### config.mk
export PLATFORM = sky130hd
export DESIGN_NAME = cordic_sched
export DESIGN_NICKNAME = d
export VERILOG_FILES = /design/src/rtl/cordic_pkg.sv /design/src/rtl/cordic_rr_arb.sv /design/src/rtl/cordic_sched.sv
export SDC_FILE = /design/constraint.sdc
export NUM_CORES = 1
export LEC_CHECK = 0
export ABC_AREA = 1
export BUFFER_PORTS_ARGS = -buffer_cell sky130_fd_sc_hd__buf_2
export CAP_MARGIN = 10
export CORE_AREA = 2 2 169 171
export DETAILED_ROUTE_END_ITERATION = 16
export DIE_AREA = 0 0 171 173
export PLACE_DENSITY = 0.6
export SLEW_MARGIN = 20
export SYNTH_ARGS = -nofsm -noshare
export SYNTH_HDL_FRONTEND = slang
export SYNTH_SLANG_ARGS = --single-unit
### constraint.sdc
create_clock -name clk -period 3.9 [get_ports clk]
set_input_delay 0.195 -clock clk [delete_from_list [all_inputs] [get_ports clk]]
set_output_delay 0.195 -clock clk [all_outputs]
set_load 0.02 [all_outputs]
### src/rtl/cordic_pkg.sv
// Shared definitions for the CORDIC client scheduler:
// op codes, arbiter state, default latency and clog2.
package cordic_pkg;

   localparam logic [1:0] OP_P2R   = 2'd0;
   localparam logic [1:0] OP_R2P   = 2'd1;
   localparam logic [1:0] OP_SLAVE = 2'd3;

   typedef enum logic {
      ST_RR,
      ST_LOCK
   } arb_st_t;

   function automatic int lat_default(input int w);
      return w + 3;
   endfunction

   function automatic int clog2(input int n);
      int r;
      r = 0;
      while ((1 << r) < n) r++;
      return r;
   endfunction

endpackage

### src/rtl/cordic_rr_arb.sv
// Round-robin arbiter with pointer and single-cycle
// lock used to keep slave-mode request pairs together.
module cordic_rr_arb
   import cordic_pkg::*;
#(
   parameter int nch = 4
) (
   input  logic                   clk,
   input  logic                   rst_n,
   input  logic [nch-1:0]         i_valid,
   input  logic [nch-1:0]         i_pair,
   output logic [nch-1:0]         o_grant,
   output logic [clog2(nch)-1:0]  o_idx,
   output logic                   o_vld
);

   localparam int CW = clog2(nch);

   arb_st_t       r_state;
   arb_st_t       w_state_nx;
   logic [CW-1:0] r_ptr;
   logic [CW-1:0] w_ptr_nx;
   logic [CW-1:0] r_lock;
   logic [CW-1:0] w_lock_nx;
   logic [CW-1:0] w_cand;

   // State, pointer and locked channel registers
   always_ff @(posedge clk) begin
      if (!rst_n) begin
         r_state <= ST_RR;
         r_ptr   <= CW'(nch - 1);
         r_lock  <= '0;
      end else begin
         r_state <= w_state_nx;
         r_ptr   <= w_ptr_nx;
         r_lock  <= w_lock_nx;
      end
   end

   // Grant selection and next-state logic; nothing granted in reset
   always_comb begin
      o_grant    = '0;
      o_idx      = '0;
      o_vld      = 1'b0;
      w_cand     = '0;
      w_state_nx = r_state;
      w_ptr_nx   = r_ptr;
      w_lock_nx  = r_lock;
      if (rst_n) begin
         unique case (r_state)
            ST_RR: begin
               for (int i = 1; i <= nch; i++) begin
                  w_cand = CW'((int'(r_ptr) + i) % nch);
                  if (!o_vld && i_valid[w_cand]) begin
                     o_vld = 1'b1;
                     o_idx = w_cand;
                  end
               end
               if (o_vld) begin
                  w_ptr_nx = o_idx;
                  if (i_pair[o_idx]) begin
                     w_state_nx = ST_LOCK;
                     w_lock_nx  = o_idx;
                  end
               end
            end
            ST_LOCK: begin
               w_state_nx = ST_RR;
               if (i_valid[r_lock]) begin
                  o_vld    = 1'b1;
                  o_idx    = r_lock;
                  w_ptr_nx = r_lock;
               end
            end
         endcase
         if (o_vld) o_grant[o_idx] = 1'b1;
      end
   end

endmodule

### src/rtl/cordic_sched.sv
// Multi-channel front end for a pipelined CORDIC:
// arbitrates requests, issues them, and tags results.
module cordic_sched
   import cordic_pkg::*;
#(
   parameter int         width   = 19,
   parameter int         nch     = 4,
   parameter int         latency = lat_default(width),
   parameter logic [1:0] def_op  = OP_P2R
) (
   input  logic                     clk,
   input  logic                     rst_n,
   input  logic [nch-1:0]           req_valid,
   output logic [nch-1:0]           req_ready,
   input  logic [nch-1:0]           req_pair,
   input  logic [2*nch-1:0]         req_op,
   input  logic [width*nch-1:0]     req_x,
   input  logic [width*nch-1:0]     req_y,
   input  logic [(width+1)*nch-1:0] req_phase,
   output logic [1:0]               c_op,
   output logic [width-1:0]         c_x,
   output logic [width-1:0]         c_y,
   output logic [width:0]           c_phase,
   input  logic [width-1:0]         c_xout,
   input  logic [width-1:0]         c_yout,
   input  logic [width:0]           c_phaseout,
   output logic                     res_valid,
   output logic [clog2(nch)-1:0]    res_chan,
   output logic [width-1:0]         res_x,
   output logic [width-1:0]         res_y,
   output logic [width:0]           res_phase
);

   localparam int CW = clog2(nch);
   localparam int PW = width + 1;
   // CORDIC input register plus its pipeline, counted from c_*
   localparam int TD = latency + 2;

   logic [nch-1:0]   w_grant;
   logic [CW-1:0]    w_idx;
   logic             w_vld;

   logic [1:0]       r_c_op;
   logic [width-1:0] r_c_x;
   logic [width-1:0] r_c_y;
   logic [PW-1:0]    r_c_ph;

   logic [TD-1:0]    r_tv;
   logic [CW-1:0]    r_tc [TD];

   logic             r_res_v;
   logic [CW-1:0]    r_res_c;
   logic [width-1:0] r_res_x;
   logic [width-1:0] r_res_y;
   logic [PW-1:0]    r_res_ph;

   cordic_rr_arb #(
      .nch (nch)
   ) u_arb (
      .clk     (clk),
      .rst_n   (rst_n),
      .i_valid (req_valid),
      .i_pair  (req_pair),
      .o_grant (w_grant),
      .o_idx   (w_idx),
      .o_vld   (w_vld)
   );

   assign req_ready = w_grant;

   // Issue register: granted channel's operands, idle values otherwise
   always_ff @(posedge clk) begin
      if (!rst_n || !w_vld) begin
         r_c_op <= def_op;
         r_c_x  <= '0;
         r_c_y  <= '0;
         r_c_ph <= '0;
      end else begin
         r_c_op <= req_op[2*int'(w_idx) +: 2];
         r_c_x  <= req_x[width*int'(w_idx) +: width];
         r_c_y  <= req_y[width*int'(w_idx) +: width];
         r_c_ph <= req_phase[PW*int'(w_idx) +: PW];
      end
   end

   assign c_op    = r_c_op;
   assign c_x     = r_c_x;
   assign c_y     = r_c_y;
   assign c_phase = r_c_ph;

   // Tag delay line tracking {valid, chan} alongside the CORDIC
   always_ff @(posedge clk) begin
      if (!rst_n) begin
         r_tv <= '0;
         for (int i = 0; i < TD; i++) r_tc[i] <= '0;
      end else begin
         r_tv    <= {r_tv[TD-2:0], w_vld};
         r_tc[0] <= w_idx;
         for (int i = 1; i < TD; i++) r_tc[i] <= r_tc[i-1];
      end
   end

   // Result register: capture CORDIC output when its tag is valid
   always_ff @(posedge clk) begin
      if (!rst_n) begin
         r_res_v  <= 1'b0;
         r_res_c  <= '0;
         r_res_x  <= '0;
         r_res_y  <= '0;
         r_res_ph <= '0;
      end else begin
         r_res_v <= r_tv[TD-1];
         if (r_tv[TD-1]) begin
            r_res_c  <= r_tc[TD-1];
            r_res_x  <= c_xout;
            r_res_y  <= c_yout;
            r_res_ph <= c_phaseout;
         end
      end
   end

   assign res_valid = r_res_v;
   assign res_chan  = r_res_c;
   assign res_x     = r_res_x;
   assign res_y     = r_res_y;
   assign res_phase = r_res_ph;

endmodule

After elaboration in Yosys (flattened, before gate mapping)

Memory sizes are Yosys's and may differ from the RTL's. A register that Yosys moved wholly into a read port is not among the register bits.
Cells that the tools add are included.

Bits in latches: 0
Logic and storage cells: 145
Memories: 1
Bits in writable memories: 48
Output and inout port bits: 125
Bits in read-only memories: 0
Bits of input ports: 308
Bits in registers: 148

Bitwise logic cells: 25
Eq/ne operators: 2
Multipliers: 2
Magnitude comparators: 8
Add/sub/neg operators: 4
Muxes and demuxes: 74
Div/mod/pow operators: 0
Reduce and logical (&&, ||, !) cells: 13
Shift-type cells: 4

Memory list:

| memory | words | bits a word | read ports | clocked after Yosys merged registers in | wr ports | RTL line           | text |
|---|---|---|---|---|---|---|---|
| r_tc   | 24    | 2           | 24         | 1                                       | 24       | cordic_sched.sv:49 | `logic [CW-1:0] r_tc [TD];` |

Operators by type and width:

| cell                                                                                 | number |
|---|---|
| 80-bit by 8-bit indexed part select with 20-bit output                               | 1 |
| 76-bit by 32-bit indexed part select with 19-bit output                              | 1 |
| 76-bit by 8-bit indexed part select with 19-bit output                               | 1 |
| 2-bit two-way mux                                                                    | 35 |
| 1-bit two-way mux                                                                    | 26 |
| 1-bit bitwise OR                                                                     | 24 |
| 2-bit by 3-bit less-than comparator with 1-bit output (second input constant)        | 7 |
| 1-bit binary-select mux with 2-bit select                                            | 6 |
| 4-bit two-way mux                                                                    | 2 |
| 2-bit one-hot mux with 2 select lines                                                | 2 |
| 8-bit by 4-bit indexed part select with 2-bit output                                 | 1 |
| 5-bit by 2-bit multiplier with 7-bit output (first input constant)                   | 1 |
| 1-bit logical NOT                                                                    | 6 |
| 3-bit by 2-bit multiplier with 5-bit output (first input constant)                   | 1 |
| 2-bit by 1-bit adder with 2-bit output (second input constant)                       | 2 |
| 2-bit adder (second input constant)                                                  | 2 |
| 1-bit logical AND                                                                    | 4 |
| 1-bit one-hot mux with 2 select lines                                                | 2 |
| 3-bit AND reduction                                                                  | 1 |
| 1-bit demux with 2-bit select                                                        | 1 |
| 2-bit by 1-bit greater-or-equal comparator with 1-bit output (second input constant) | 1 |
| 2-bit by 1-bit != test with 1-bit output (second input constant)                     | 1 |
| 2-bit != test (second input constant)                                                | 1 |
| 2-bit AND reduction                                                                  | 1 |
| 2 further kinds                                                                      | 2 |

Longest topological paths before layout

Depth in word-level cells: 29
Mapped depth: 18
Gate-level depth less buffers: 15

By module

Synthesis repeated with hierarchy kept, for this count alone.

Cell total of the unflattened synthesis: 1364
Area, all modules: 9633.0 um2

Modules (own cells, without submodules):

| module        | cells each | area an instance (um2) | sequential area each (um2) | instances |
|---|---|---|---|---|
| cordic_sched  | 1256       | 8993.6                 | 3863.7                     | 1 |
| cordic_rr_arb | 108        | 639.4                  | 100.1                      | 1 |

Worst setup path after synthesis

Ideal clock, no wire load.

Path type: register to output
Start point: reg u_arb.r_ptr[1]
End point: out req_ready[0]
Setup slack: 1.852 ns
Data required time: 3.705 ns
Arrival time: 1.853 ns
Stages on the path, launching flop included: 16
Cell sequence: dfxtp_1 > buf_4 > inv_2 > nand2_1 > nand2_2 > nand2_1 > nand2_2 > nor2_2 > nand2_1 > o21ai_0 > inv_1 > a21oi_1 > nor2_2 > buf_2 > nand2_1 > nor2_1

Longest elaborated chain between the ends: 29
Elaborated cells between the ends (all ways): 47

RTL lines:

| item                                                                                                                                                        | RTL line            | text |
|---|---|---|
| from (decl)                                                                                                                                                 | cordic_rr_arb.sv:21 | `logic [CW-1:0] r_ptr;` |
| from (signal assigned)                                                                                                                                      | cordic_rr_arb.sv:31 | `r_ptr <= CW'(nch - 1);` |
| from (signal assigned)                                                                                                                                      | cordic_rr_arb.sv:35 | `r_ptr <= w_ptr_nx;` |
| 2-bit by 1-bit adder with 2-bit output                                                                                                                      | cordic_rr_arb.sv:53 | `w_cand = CW'((int'(r_ptr) + i) % nch);` |
| 1-bit binary-select mux with 2-bit select                                                                                                                   | cordic_rr_arb.sv:54 | `if (!o_vld && i_valid[w_cand]) begin` |
| 1-bit two-way mux (implied by the code)                                                                                                                     | cordic_rr_arb.sv:54 |  |
| 1-bit two-way mux                                                                                                                                           | cordic_rr_arb.sv:54 |  |
| 1-bit two-way mux                                                                                                                                           | cordic_rr_arb.sv:50 | `unique case (r_state)` |
| 1-bit two-way mux                                                                                                                                           | cordic_rr_arb.sv:49 | `if (rst_n) begin` |
| 1-bit logical NOT                                                                                                                                           | cordic_rr_arb.sv:54 |  |
| 1-bit logical AND                                                                                                                                           | cordic_rr_arb.sv:54 |  |
| [13 not listed]                                                                                                                                             | -                   |  |
| 2-bit one-hot mux with 2 select lines                                                                                                                       | cordic_rr_arb.sv:50 |  |
| 2-bit two-way mux                                                                                                                                           | cordic_rr_arb.sv:49 |  |
| 2-bit by 3-bit less-than comparator with 1-bit output (implied by the code) or 2-bit by 1-bit greater-or-equal comparator with 1-bit output (tied branches) | cordic_rr_arb.sv:76 | `if (o_vld) o_grant[o_idx] = 1'b1;` |
| 1-bit logical AND (implied by the code)                                                                                                                     | cordic_rr_arb.sv:76 |  |
| 1-bit two-way mux (implied by the code)                                                                                                                     | cordic_rr_arb.sv:76 |  |
| 1-bit demux with 2-bit select                                                                                                                               | -                   |  |
| 4-bit two-way mux (*)                                                                                                                                       | cordic_rr_arb.sv:76 |  |
| 4-bit two-way mux (*)                                                                                                                                       | cordic_rr_arb.sv:49 |  |
| to (decl)                                                                                                                                                   | cordic_sched.sv:14  | `output logic [nch-1:0] req_ready,` |

Mark *: on every way between the ends. The rest lies on a longest branch, timed or not. The select of a mux whose other input is x is not followed.

Worst setup path after layout

Start point: reg u_arb.r_ptr[0]
End point: out req_ready[2]

Same word-level chain as after synthesis.

==> reports/results.txt <==
outcome: completed
main combinational cell family by area after synthesis: simple AND/OR/NAND/NOR gates
Sequential Power Share: 31.6%
Worst EP required: 3700 ps
DR vias/cell: 4.53
# nets final: 1,983
total routed wirelength: 29,900 um
Top Ports: 433
PD cells: 655 nW/um2
post-synthesis mux area share: 0%
Port Buf Inserts: 432
Skew-Pair Late Insertion Delay: 430 ps
Synth Area in Adders: 0%
Setup violations, final: 0
r2r endpoint: c_y[6]
DR WL/cell: 14.4 um
Post-Syn Area: 8380 um2
Critical Path Start Type: flip-flop
hold path depth: 3
DRT Pass-1 Iters: 5
gpl congestion: 0.850
vias in the first global route: 8,872
starting density of the core: 30.3%
Min Clock Period, post-route: 3300 ps
initial antenna violation count: 16
worst reg-to-reg path cell count: 15
final setup TNS: 0 ps
Final Hold Fails: 0
CTS H-tree lvls: 4
internal power: 4.41 mW
die area: 29,600 um2
Switching Fraction: 43.0%
Max Slew Vio Count: 0
core area: 27,600 um2
first-pass GRT wire length: 44,900 um
Num CTS Buffers: 17
post-route ant nets: 0
worst min-delay path class: in2reg
Clock Sinks: 198
die extent in y: 173 um
critical path class: reg2out
Worst-Margin Slew: 960 ps
CTS tree: done
row count: 61
root buffer cell: clkbuf_16
post-DP HPWL: 21,000 um
FMAX: 303 MHz
Inst Count DP: 1,988
DIE WIDTH: 171 um
Seq cells post-synth: 198
FF-to-FF Start: u_arb.r_ptr[0]
GRT Util Overall: 19.2%
number of max-cap violations: 0
Yosys top cell area share: 47.3%
top post-synthesis cells by area: dfxtp_1, nand2_1, nor2_1, nand4_1, nand3_1
Logic pwr share: 45.2%
synthesis-to-layout area growth: 40.9%
maximum fanout along the worst path: 61
peak supply drop: 0.000396 V
reg2reg setup slack: 740 ps
Finished Layout Cells: 2,074
Simple-Gate Fraction of Synth Area: 39.9%
largest net degree at the start of global routing: 101
Hold Startpoint: c_xout[6]
Worst Hold Path EP: res_x[6]
yosys warns: 0
CTS clk-pin slew, worst paths: 70 ps
Worst Clk Skew: 19.4 ps
Synth cell types: 21
layout cells sized above 1: 28.9%
drt drc: 0
syn nets: 1,560
hold_ws: 20.5 ps
switching pwr: 3.32 mW
post-synthesis compound-gate area fraction: 4.12%
DR vias: 9,386
max_slew headroom: 36.0%
DR iter-0 viols: 452
gate count of the mapped netlist: 1,252
clock buffer depth: 2
WP data arrival: 3110 ps
Final Cycle Share: 84.7%
area leader, netlist: dfxtp_1
grt ovf: 0
Leak Pwr: 6.79 nW
endpoint class of the critical path: primary output
XOR/XNOR Fraction of Synth Area: 0%
clock share of power: 23.2%
Seq/Total Area, Yosys: 47.3%
post-synthesis area per instance: 6.69 um2
RSZ-0062 raised after global routing: false
[synth_stat cells]
library cell and number:
a21oi_1 3, clkbuf_1 49, o21ai_0 62, o21ai_1 1, nor2_1 252, nand3_4 2
o31ai_1 1, nand3_1 72, buf_2 31, clkinv_1 1, nand2_1 419, nand4_2 1
inv_2 3, nand4_1 62, buf_6 3, nor2_2 2, inv_1 83, nand2_2 2
dfxtp_1 198, buf_4 4, o21a_1 1
[final cells by class]
cell class,count,area [um2]
Timing Repair Buffer,491,2730
Multi-Input combinational cell,880,3700
Tap cell,378,473
Clock buffer,19,453
Clock inverter,12,140
Sequential cell,198,3960
Antenna cell,9,22.5
Fill cell,2957,15800
Inverter,87,327
[cell families after synthesis]
kind of cell           after synthesis
AND/OR/NAND/NOR                    812
AO/OA/AOI/OAI                       68
buffers and inverters              174
flip-flops                         198
[per-stage QoR]
step           power [mW]  setup slack (ps)  area (um2)  utilization, %
2_1_floorplan        4.95              1850        8380               -
3_3_place_gp         5.94               887       10700            38.8
3_5_place_dp         5.96               764       10700            38.8
4_1_cts              7.82               616       11800            42.6
5_1_grt              8.31               302       11800            42.7
6_report             7.73               598       11800            42.7
[cell usage in the layout (no fill, tap or decap), types with 2 or more instances in the layout]
cell type,n
nand3_4,2
nor2_1,252
a21oi_1,3
diode_2,9
dlygate4sd3_1,46
nand4_1,62
clkbuf_8,2
clkbuf_16,17
buf_2,431
o21ai_0,62
clkinvlp_4,2
nand3_1,72
dfxtp_1,198
nand2_1,417
inv_1,83
clkinv_2,2
nand2_2,3
inv_6,4
bufinv_16,2
inv_2,3
buf_4,13
[repair_timing]
| item | CTS | global route |
|---|---|---|
| hold buffers | 45 | 1 |
| hold endpoints to repair | 45 | 1 |
| resized for setup | 0 | 0 |
| buffers inserted | 0 | 0 |
[sequential cells by signal, summed over array words and instances, names as in the netlist, 19 cells and up]
register,count
r_tc,48
c_phase,20
res_phase,20
res_y,19
res_x,19
c_y,19
c_x,19
r_tv,24
[layer usage]
| metal | vias to the layer above | part of all wire [%] | GRT usage [%] |
|---|---|---|---|
| met5 | - | 0.10 | 0 |
| met3 | 50 | 8.9 | 6.61 |
| met4 | 6 | 2.7 | 7.66 |
| met2 | 363 | 48 | 33.0 |
| met1 | 4226 | 40 | 21.5 |
| li1 | 4741 | - | - |
[worst max path at each step]
| stage | endpoint | from |
|---|---|---|
| after global placement | c_y[6] | u_arb.r_ptr[0] |
| final | req_ready[2] | u_arb.r_ptr[0] |
| after CTS | req_ready[2] | u_arb.r_ptr[0] |
| after floorplan | req_ready[0] | u_arb.r_ptr[1] |
| after detailed placement | c_y[7] | u_arb.r_ptr[0] |
| after global routing | req_ready[2] | u_arb.r_ptr[0] |
[power groups by stage]
stage	logic [mW]	clock network [mW]	registers, mW
6_report	3.50	1.79	2.44
4_1_cts	3.52	1.87	2.44
3_5_place_dp	3.48	0	2.48
5_1_grt	3.90	1.93	2.47
2_1_floorplan	2.17	0	2.78
3_3_place_gp	3.46	0	2.49
[worst max-delay path, stage by stage (launching register included)]
cell and delay, ps:
dfxtp_1 580, inv_2 130, nand2_1 110, nand2_1 90
nand2_1 90, nand2_1 70, nor2_2 160, nand4_2 170
nand3_4 120, buf_4 590, nand2_1 140, nand2_1 160
nor2_1 60, buf_2 180
(Power assumes the default switching activity.)
